File: config.mk
export PLATFORM = sky130hd
export DESIGN_NAME = hex_word_scroller_flat
export DESIGN_NICKNAME = d
export VERILOG_FILES = /design/src/rtl/hex_word_scroller_if.sv /design/src/rtl/hex_word_scroller.sv /design/src/flat_wrapper.sv
export SDC_FILE = /design/constraint.sdc
export NUM_CORES = 1
export LEC_CHECK = 0
export CORE_MARGIN = 1
export CORE_UTILIZATION = 40
export CTS_CLUSTER_SIZE = 24
export DETAILED_ROUTE_END_ITERATION = 8
export PLACE_DENSITY_LB_ADDON = 0.08
export SETUP_SLACK_MARGIN = 0.3
export SLEW_MARGIN = 30
export SYNTH_ARGS = -nofsm -noshare
export SYNTH_HDL_FRONTEND = slang
export SYNTH_SLANG_ARGS = --single-unit
File: constraint.sdc
create_clock -name CLOCK_50 -period 1.92 [get_ports CLOCK_50]
set_input_delay 0.384 -clock CLOCK_50 [delete_from_list [all_inputs] [get_ports CLOCK_50]]
set_output_delay 0.384 -clock CLOCK_50 [all_outputs]
set_load 0.005 [all_outputs]
File: src/rtl/hex_word_scroller_if.sv
// Character-entry and display bus between the mux stage, the scroller and the board.
interface hex_word_scroller_if;
  logic [2:0] char_in;
  logic       load;
  logic       run;
  logic [6:0] HEX0;
  logic [6:0] HEX1;
  logic [6:0] HEX2;
  logic [6:0] HEX3;
  logic [6:0] HEX4;
  logic [6:0] HEX5;
  logic [6:0] HEX6;
  logic [6:0] HEX7;
  logic       scrolling;
  logic [3:0] char_count;

  modport master (
    output char_in, load, run,
    input  HEX0, HEX1, HEX2, HEX3, HEX4, HEX5, HEX6, HEX7, scrolling, char_count
  );

  modport slave (
    input  char_in, load, run,
    output HEX0, HEX1, HEX2, HEX3, HEX4, HEX5, HEX6, HEX7, scrolling, char_count
  );
endinterface

File: src/rtl/hex_word_scroller.sv
// Eight-character word buffer shown on eight active-low 7-segment digits,
// loaded one character per load edge and rotated leftward while run is high.
module hex_word_scroller #(
  parameter int unsigned TICK_DIV = 25000000
) (
  input  logic               CLOCK_50,
  input  logic               reset,
  hex_word_scroller_if.slave bus
);
  localparam int unsigned NUM_DIGITS = 8;
  localparam int unsigned CHAR_W     = 3;
  localparam int unsigned BUF_W      = NUM_DIGITS * CHAR_W;
  localparam int unsigned CNT_W      = (TICK_DIV > 1) ? $clog2(TICK_DIV) : 1;
  localparam logic [CNT_W-1:0] CNT_MAX   = CNT_W'(TICK_DIV - 1);
  localparam logic [3:0]       COUNT_SAT = 4'(NUM_DIGITS);

  typedef enum logic {
    IDLE   = 1'b0,
    SCROLL = 1'b1
  } state_t;

  state_t             state;
  state_t             state_next;
  logic [CNT_W-1:0]   cnt;
  logic [CNT_W-1:0]   cnt_next;
  logic               tick_c;
  logic               load_q;
  logic               load_rise_c;
  logic [BUF_W-1:0]   buffer;      // entry i lives at [3*i +: 3]; entry 0 drives HEX0
  logic [3:0]         count_q;
  logic               scrolling_q;

  // Active-low segment pattern {g,f,e,d,c,b,a} for one character code.
  function automatic logic [6:0] seg(input logic [2:0] code);
    logic [6:0] s;
    s = 7'h7F;
    if (!code[2]) begin
      case (code[1:0])
        2'b00:   s = 7'h09;
        2'b01:   s = 7'h06;
        2'b10:   s = 7'h47;
        default: s = 7'h40;
      endcase
    end
    return s;
  endfunction

  assign load_rise_c = bus.load & ~load_q;

  // Next state, tick-counter update and tick strobe.
  always_comb begin
    state_next = state;
    cnt_next   = cnt;
    tick_c     = 1'b0;
    case (state)
      IDLE: begin
        cnt_next = '0;
        if (bus.run) state_next = SCROLL;
      end
      SCROLL: begin
        tick_c = (cnt == CNT_MAX);
        if (!bus.run) begin
          state_next = IDLE;
          cnt_next   = '0;
        end else if (tick_c) begin
          cnt_next = '0;
        end else begin
          cnt_next = cnt + CNT_W'(1);
        end
      end
    endcase
  end

  // State register, tick counter and registered scrolling flag.
  always_ff @(posedge CLOCK_50) begin
    if (reset) begin
      state       <= IDLE;
      cnt         <= '0;
      scrolling_q <= 1'b0;
    end else begin
      state       <= state_next;
      cnt         <= cnt_next;
      scrolling_q <= (state_next == SCROLL);
    end
  end

  // Load edge detect; load_q presets high so a held key cannot load out of reset.
  always_ff @(posedge CLOCK_50) begin
    if (reset) load_q <= 1'b1;
    else       load_q <= bus.load;
  end

  // Character buffer: a load shifts in the new code and beats a same-cycle rotation.
  always_ff @(posedge CLOCK_50) begin
    if (reset) begin
      buffer <= {NUM_DIGITS{3'b111}};
    end else if (load_rise_c) begin
      buffer <= {buffer[BUF_W-CHAR_W-1:0], bus.char_in};
    end else if (tick_c) begin
      buffer <= {buffer[BUF_W-CHAR_W-1:0], buffer[BUF_W-1 -: CHAR_W]};
    end
  end

  // Loaded-character counter, saturating at the buffer depth.
  always_ff @(posedge CLOCK_50) begin
    if (reset) begin
      count_q <= '0;
    end else if (load_rise_c && (count_q != COUNT_SAT)) begin
      count_q <= count_q + 4'd1;
    end
  end

  // Registered segment decode, one cycle behind the buffer.
  always_ff @(posedge CLOCK_50) begin
    if (reset) begin
      bus.HEX0 <= 7'h7F;
      bus.HEX1 <= 7'h7F;
      bus.HEX2 <= 7'h7F;
      bus.HEX3 <= 7'h7F;
      bus.HEX4 <= 7'h7F;
      bus.HEX5 <= 7'h7F;
      bus.HEX6 <= 7'h7F;
      bus.HEX7 <= 7'h7F;
    end else begin
      bus.HEX0 <= seg(buffer[0*CHAR_W +: CHAR_W]);
      bus.HEX1 <= seg(buffer[1*CHAR_W +: CHAR_W]);
      bus.HEX2 <= seg(buffer[2*CHAR_W +: CHAR_W]);
      bus.HEX3 <= seg(buffer[3*CHAR_W +: CHAR_W]);
      bus.HEX4 <= seg(buffer[4*CHAR_W +: CHAR_W]);
      bus.HEX5 <= seg(buffer[5*CHAR_W +: CHAR_W]);
      bus.HEX6 <= seg(buffer[6*CHAR_W +: CHAR_W]);
      bus.HEX7 <= seg(buffer[7*CHAR_W +: CHAR_W]);
    end
  end

  assign bus.scrolling  = scrolling_q;
  assign bus.char_count = count_q;
endmodule

File: src/flat_wrapper.sv
// flat-port wrapper written by rule: the top's interface ports become plain ports
module hex_word_scroller_flat 
#(
  parameter int unsigned TICK_DIV = 25000000
)
  (CLOCK_50, reset, bus_char_in, bus_load, bus_run, bus_HEX0, bus_HEX1, bus_HEX2, bus_HEX3, bus_HEX4, bus_HEX5, bus_HEX6, bus_HEX7, bus_scrolling, bus_char_count);
  hex_word_scroller_if bus_i ();
  input  logic CLOCK_50;
  input  logic reset;
  input wire logic [$bits(bus_i.char_in)-1:0] bus_char_in;
  input wire logic [$bits(bus_i.load)-1:0] bus_load;
  input wire logic [$bits(bus_i.run)-1:0] bus_run;
  output wire logic [$bits(bus_i.HEX0)-1:0] bus_HEX0;
  output wire logic [$bits(bus_i.HEX1)-1:0] bus_HEX1;
  output wire logic [$bits(bus_i.HEX2)-1:0] bus_HEX2;
  output wire logic [$bits(bus_i.HEX3)-1:0] bus_HEX3;
  output wire logic [$bits(bus_i.HEX4)-1:0] bus_HEX4;
  output wire logic [$bits(bus_i.HEX5)-1:0] bus_HEX5;
  output wire logic [$bits(bus_i.HEX6)-1:0] bus_HEX6;
  output wire logic [$bits(bus_i.HEX7)-1:0] bus_HEX7;
  output wire logic [$bits(bus_i.scrolling)-1:0] bus_scrolling;
  output wire logic [$bits(bus_i.char_count)-1:0] bus_char_count;
  assign bus_i.char_in = bus_char_in;
  assign bus_i.load = bus_load;
  assign bus_i.run = bus_run;
  assign bus_HEX0 = bus_i.HEX0;
  assign bus_HEX1 = bus_i.HEX1;
  assign bus_HEX2 = bus_i.HEX2;
  assign bus_HEX3 = bus_i.HEX3;
  assign bus_HEX4 = bus_i.HEX4;
  assign bus_HEX5 = bus_i.HEX5;
  assign bus_HEX6 = bus_i.HEX6;
  assign bus_HEX7 = bus_i.HEX7;
  assign bus_scrolling = bus_i.scrolling;
  assign bus_char_count = bus_i.char_count;
  hex_word_scroller #(.TICK_DIV(TICK_DIV)) u_core (.CLOCK_50(CLOCK_50), .reset(reset), .bus(bus_i));
endmodule
== Yosys cells after proc, flatten, opt, wreduce, memory -nomap -nowiden ==
Cells that the tools add are included.

* Muxes and demuxes: 15
* Equality and inequality tests: 18
* Reduce and logical (&&, ||, !) cells: 18
* $add $sub $neg: 2
* Bitwise operators: 3

{| class="wikitable"
|+ Operator list
! cell !! count
|-
| 7-bit one-hot mux with 3 select lines || 8
|-
| 25-bit 2-to-1 mux || 2
|-
| 25-bit one-hot mux with 2 select lines || 1
|-
| 24-bit 2-to-1 mux || 2
|-
| 25-bit by 1-bit adder with 25-bit output (second input constant) || 1
|-
| 25-bit == test (second input constant) || 1
|-
| 2-bit by 1-bit == test with 1-bit output (second input constant) || 8
|-
| 2-bit == test (second input constant) || 8
|-
| 2-bit logical NOT || 8
|-
| 2-bit OR reduction || 8
|-
| 4-bit by 1-bit adder with 4-bit output (second input constant) || 1
|-
| 4-bit != test (second input constant) || 1
|-
| 1-bit 2-to-1 mux || 2
|-
| 1-bit NOT || 2
|-
| 2-bit nonzero test || 1
|-
| 1-bit AND || 1
|-
| 1-bit logical AND || 1
|}

* Bits in registers: 111

== Longest topological paths before layout ==
* Depth in word-level cells: 4
* Depth in mapped cells: 6
* Depth with buffers taken out: 6

== Worst setup path after synthesis ==
Ideal clock, no wire load.

* Kind: register to register
* Start: register u_core.cnt[0]
* End: register u_core.buffer[5]
* Clock period less this slack: 1.919 ns
* Buffers on the path: 0
* Required time: 1.799 ns
* Arrival time: 1.798 ns
* Cell stages (with the launch flop): 6
* Slack: 0.001 ns
* Setup time: 0.121 ns
* Cell sequence: dfxtp_1 -> ha_1 -> nand2_1 -> or4_4 -> o21ai_4 -> mux2_2

* Word-level cells in the longest chain between the ends: 3

{| class="wikitable"
|+ RTL lines
! what !! line !! text
|-
| from (decl) || hex_word_scroller.sv:24 || <nowiki>logic [CNT_W-1:0] cnt;</nowiki>
|-
| from (signal assigned) || hex_word_scroller.sv:82 || <nowiki>cnt <= cnt_next;</nowiki>
|-
| 25-bit == test || hex_word_scroller.sv:61 || <nowiki>tick_c = (cnt == CNT_MAX);</nowiki>
|-
| 1-bit 2-to-1 mux || hex_word_scroller.sv:55 || <nowiki>case (state)</nowiki>
|-
| 2-bit nonzero test (no line) || -- ||
|-
| to (signal assigned) || hex_word_scroller.sv:96 || <nowiki>buffer <= {NUM_DIGITS{3'b111}};</nowiki>
|-
| to (signal assigned) || hex_word_scroller.sv:98 || <nowiki>buffer <= {buffer[BUF_W-CHAR_W-1:0], bus.char_in};</nowiki>
|-
| to (signal assigned) || hex_word_scroller.sv:100 || <nowiki>buffer <= {buffer[BUF_W-CHAR_W-1:0], buffer[BUF_W-1 -: CHAR_W]};</nowiki>
|-
| to (decl) || hex_word_scroller.sv:29 || <nowiki>logic [BUF_W-1:0] buffer;</nowiki>
|}

Every way passes these cells.
A chain may end at the register's enable or synchronous reset.

== Worst setup path after layout ==
Ends and elaborated chain as after synthesis.

==> run_results.csv <==
group,metric,value,unit
floorplan,rows,35,
placement,place_congestion,0.7960,
synth,ys.warnings.count,0,
worst_setup_path,critPathArrivalTime,2.09,ns
route,ant_nets,0,
route,drtIter0Drc,74,
timing,period_needed,1.844,ns
synth,synth_nets,431,
grt,grt_pass1_vias,2747,
synth,ys_seq_elements,95,
power_and_ir_drop,clockPowerShare,37.9,%
power_and_ir_drop,seqPwrFrac,58.5,%
flow_run,cap_violations,0,
layout,area_delta_synth_final,36.65,%
timing,finClkSkew,0.01045,ns
timing,rsz0062_at_grt,"true",
worst_setup_path,cpMaxStageDelayCell,"or4_4",
power_and_ir_drop,p_comb_share,3.7,%
clock_tree,clock_latency,0.35,ns
floorplan,die_y,101.3,um
layout,instances_no_fill,622,
grt,grtUsageTotal,15.86,%
layout,fillers,816,
outcome,status,"finished clean",
route,wl_per_cell,13.00,um
timing,worstMarginPinSlew,0.4903,ns
route,routed_wl,8085,um
placement,dp.cells,589,
synth,synth.area.top_cells,"dfxtp_1 (48%), ha_1 (8.6%), mux2i_1 (5.3%), or3_1 (4.6%), nor2_1 (4.2%)",
floorplan,die_w,101.3,um
synth,syn_inst,397,
power_and_ir_drop,power.density,628.4,nW/um2
floorplan,core_area,9415,um2
placement,port_buffers,67,
synth,synth_top_cell_by_area,"dfxtp_1",
route,drcViolationCount,0,
floorplan,die-area,10270,um2
synth,yosysSeqAreaShare,48.19,%
layout,final_cell_mix,"dfxtp_1 (72), clkdlybuf4s50_1 (53), nor2_1 (39), inv_1 (29), buf_4 (29)",
timing,setup_viol,0,
worst_setup_path,cp_data_required_time,2.17,ns
power_and_ir_drop,p_int,0.002642,W
synth,synth_cell_types,41,
timing,drv_slew,0,
worst_setup_path,crit_type,"flop to flop",
layout,layout.nets,523,
grt,grt_pass1_wl,12690,um
power_and_ir_drop,p_switching,0.0007467,W
floorplan,initial_utilization,41.91,%
route,dr.pass1.iters,5,
route,via_count,3061,
synth,synth_flop_cell,"dfxtp_1",
floorplan,io_pins,68,
synth,synth_edf_count,0,
synth,synth_area,3946,um2
grt,antenna_found_initial,0,
clock_tree,clockBufferDepth,2,
layout,drive_above_1_share,25.35,%
worst_setup_path,critPathLaunchType,"flop",
layout,mostFrequentLayoutCell,"dfxtp_1",
grt,grt_max_degree,39,
timing,clock.fmax,542.3,MHz
synth,synth.avg_cell_area,9.940,um2
worst_setup_path,cp_slowest_stage_delay,0.52,ns
timing,holdWs,0.4687,ns
placement,dp_hpwl,5364,um
worst_setup_path,cp_cell_sequence,"ha_4 -> nand2_4 -> or4_4 -> o21ai_4 -> buf_6 -> mux2_4",
route,vias_per_cell,4.921,
clock_tree,cts_tree,"done",
hold_path,hp-class,"flop to flop",
synth,async_reset_ff_share,0,%
clock_tree,htree_levels,3,
power_and_ir_drop,vdd_ir_drop_max,299.8,uV
layout,num_antenna_cells,0,
synth,synth_top_area_share,48.19,%
worst_setup_path,critPathCaptureType,"flop",
worst_setup_path,cp_max_fo,3,
grt,grt_overflow,0,
power_and_ir_drop,p_sw_share,22.04,%
clock_tree,numClockSinks,95,
timing,fin_crit_sh,96.04,%
timing,slew_headroom,67.19,%
timing,hold_viol,0,
clock_tree,cts_made_buffers,9,
clock_tree,clockRootBuffer,"clkbuf_8",
clock_tree,clk_pin_slew_worst_paths,0.09,ns
power_and_ir_drop,leakagePower,2.122,nW
[metal layers]
metal  vias to the layer above  part of all wire (%)  GRT usage, %  wire length, um
li1                       1536                     -             -                -
met1                      1440                    42         18.19             3423
met4                         0                   1.2         5.574               93
met3                        15                   4.5         3.934              360
met2                        70                    52         28.62             4208
met5                         -                     0             0                0
[area by class of cell]
cell class / count / area [um2] / share of cell area [%]
Clock buffer: 9 / 123.9 / 2.297
Clock inverter: 6 / 70.07 / 1.299
Inverter: 29 / 108.9 / 2.019
Multi-Input combinational cell: 249 / 1936 / 35.89
Sequential cell: 95 / 1938 / 35.94
Tap cell: 129 / 161.4 / 2.993
Timing Repair Buffer: 105 / 1055 / 19.56
[stage by stage]
| step | setup WS (ns) | TNS [ns] | total power [W] | area (um2) | utilization, % |
|---|---|---|---|---|---|
| after detailed placement | -0.05086 | -0.8633 | 0.002141 | 4770 | 50.66 |
| after CTS | 0.1307 | 0 | 0.003433 | 5112 | 54.30 |
| after global placement | 0.001720 | 0 | 0.002139 | 4770 | 50.66 |
| final | 0.07607 | 0 | 0.003389 | 5393 | 57.28 |
| after floorplan | 0.1914 | 0 | 0.002098 | 3956 | - |
| after global routing | 0.03529 | 0 | 0.003530 | 5393 | 57.28 |
[Yosys cell counts (8+ instances only)]
| cell | number |
|---|---|
| o21ai_0 | 10 |
| nand4_1 | 8 |
| buf_4 | 17 |
| or2_2 | 8 |
| inv_1 | 29 |
| mux2i_1 | 21 |
| ha_1 | 27 |
| a21oi_1 | 15 |
| nand2_1 | 10 |
| dfxtp_1 | 95 |
| or3_1 | 29 |
| nand3_1 | 11 |
| xor2_1 | 9 |
| nor2_1 | 44 |
[path summary, 6_finish.rpt]
check | cells past startpoint | slack [ns] | start | end
max | 6 | 0.08 | u_core.cnt[0] | u_core.buffer[5]
min reg2reg | 1 | 0.47 | u_core.buffer[20] | u_core.bus.HEX6[2]
max reg2reg | 6 | 0.08 | u_core.cnt[0] | u_core.buffer[5]
min | 1 | 0.47 | u_core.buffer[20] | u_core.bus.HEX6[2]
[kinds of logic (layout without fill, tap and decap cells)]
kind of cell | after synthesis | count (layout) | synth area share (%)
mux | 22 | 22 | 5.612
simple gates | 146 | 146 | 20.32
flops | 95 | 95 | 48.19
xor+xnor | 13 | 13 | 2.885
compound gates | 38 | 41 | 5.866
buf+inv | 56 | 149 | 8.560
fa+ha+maj | 27 | 27 | 8.560
[flip-flops by register name, summed over array words and instances, names as in the netlist]
name / cells
u_core.bus.HEX6: 5
u_core.buffer: 24
u_core.state: 1
u_core.load_q: 1
u_core.bus.HEX0: 5
u_core.cnt: 25
u_core.bus.HEX3: 5
u_core.bus.HEX7: 5
u_core.bus.HEX2: 5
u_core.bus.HEX5: 5
u_core.bus.HEX4: 5
u_core.bus.HEX1: 5
u_core.bus.char_count: 4
[worst max-delay path: cells and delay by family, from the launching register on]
family / cells / cell delay [ns]
flip-flops: 1 / 0.38
AND/OR/NAND/NOR: 2 / 0.57
AO/OA/AOI/OAI: 1 / 0.19
adder cells (fa/ha/maj): 1 / 0.16
multiplexers: 1 / 0.29
buffers and inverters: 1 / 0.15
[what timing repair did]
action / 4_1_cts / 5_1_grt
pin swaps: 2 / 16
endpoints found under the setup margin: 52 / 75
cloned: 1 / 4
buffers inserted: 6 / 7
gates resized for setup: 31 / 54
hold buffers: 0 / 0
[power by group through the flow]
| stage | sequential (W) | combinational (W) | clock (W) |
|---|---|---|---|
| finish | 0.00198 | 0.000124 | 0.00128 |
| global route | 0.00198 | 0.000135 | 0.00141 |
| CTS | 0.00198 | 0.000114 | 0.00134 |
| detailed placement | 0.00203 | 0.000109 | 0 |
| global placement | 0.00203 | 0.000107 | 0 |
| floorplan | 0.00203 | 0.0000667 | 0 |
Power figures use the tool's default switching activity.
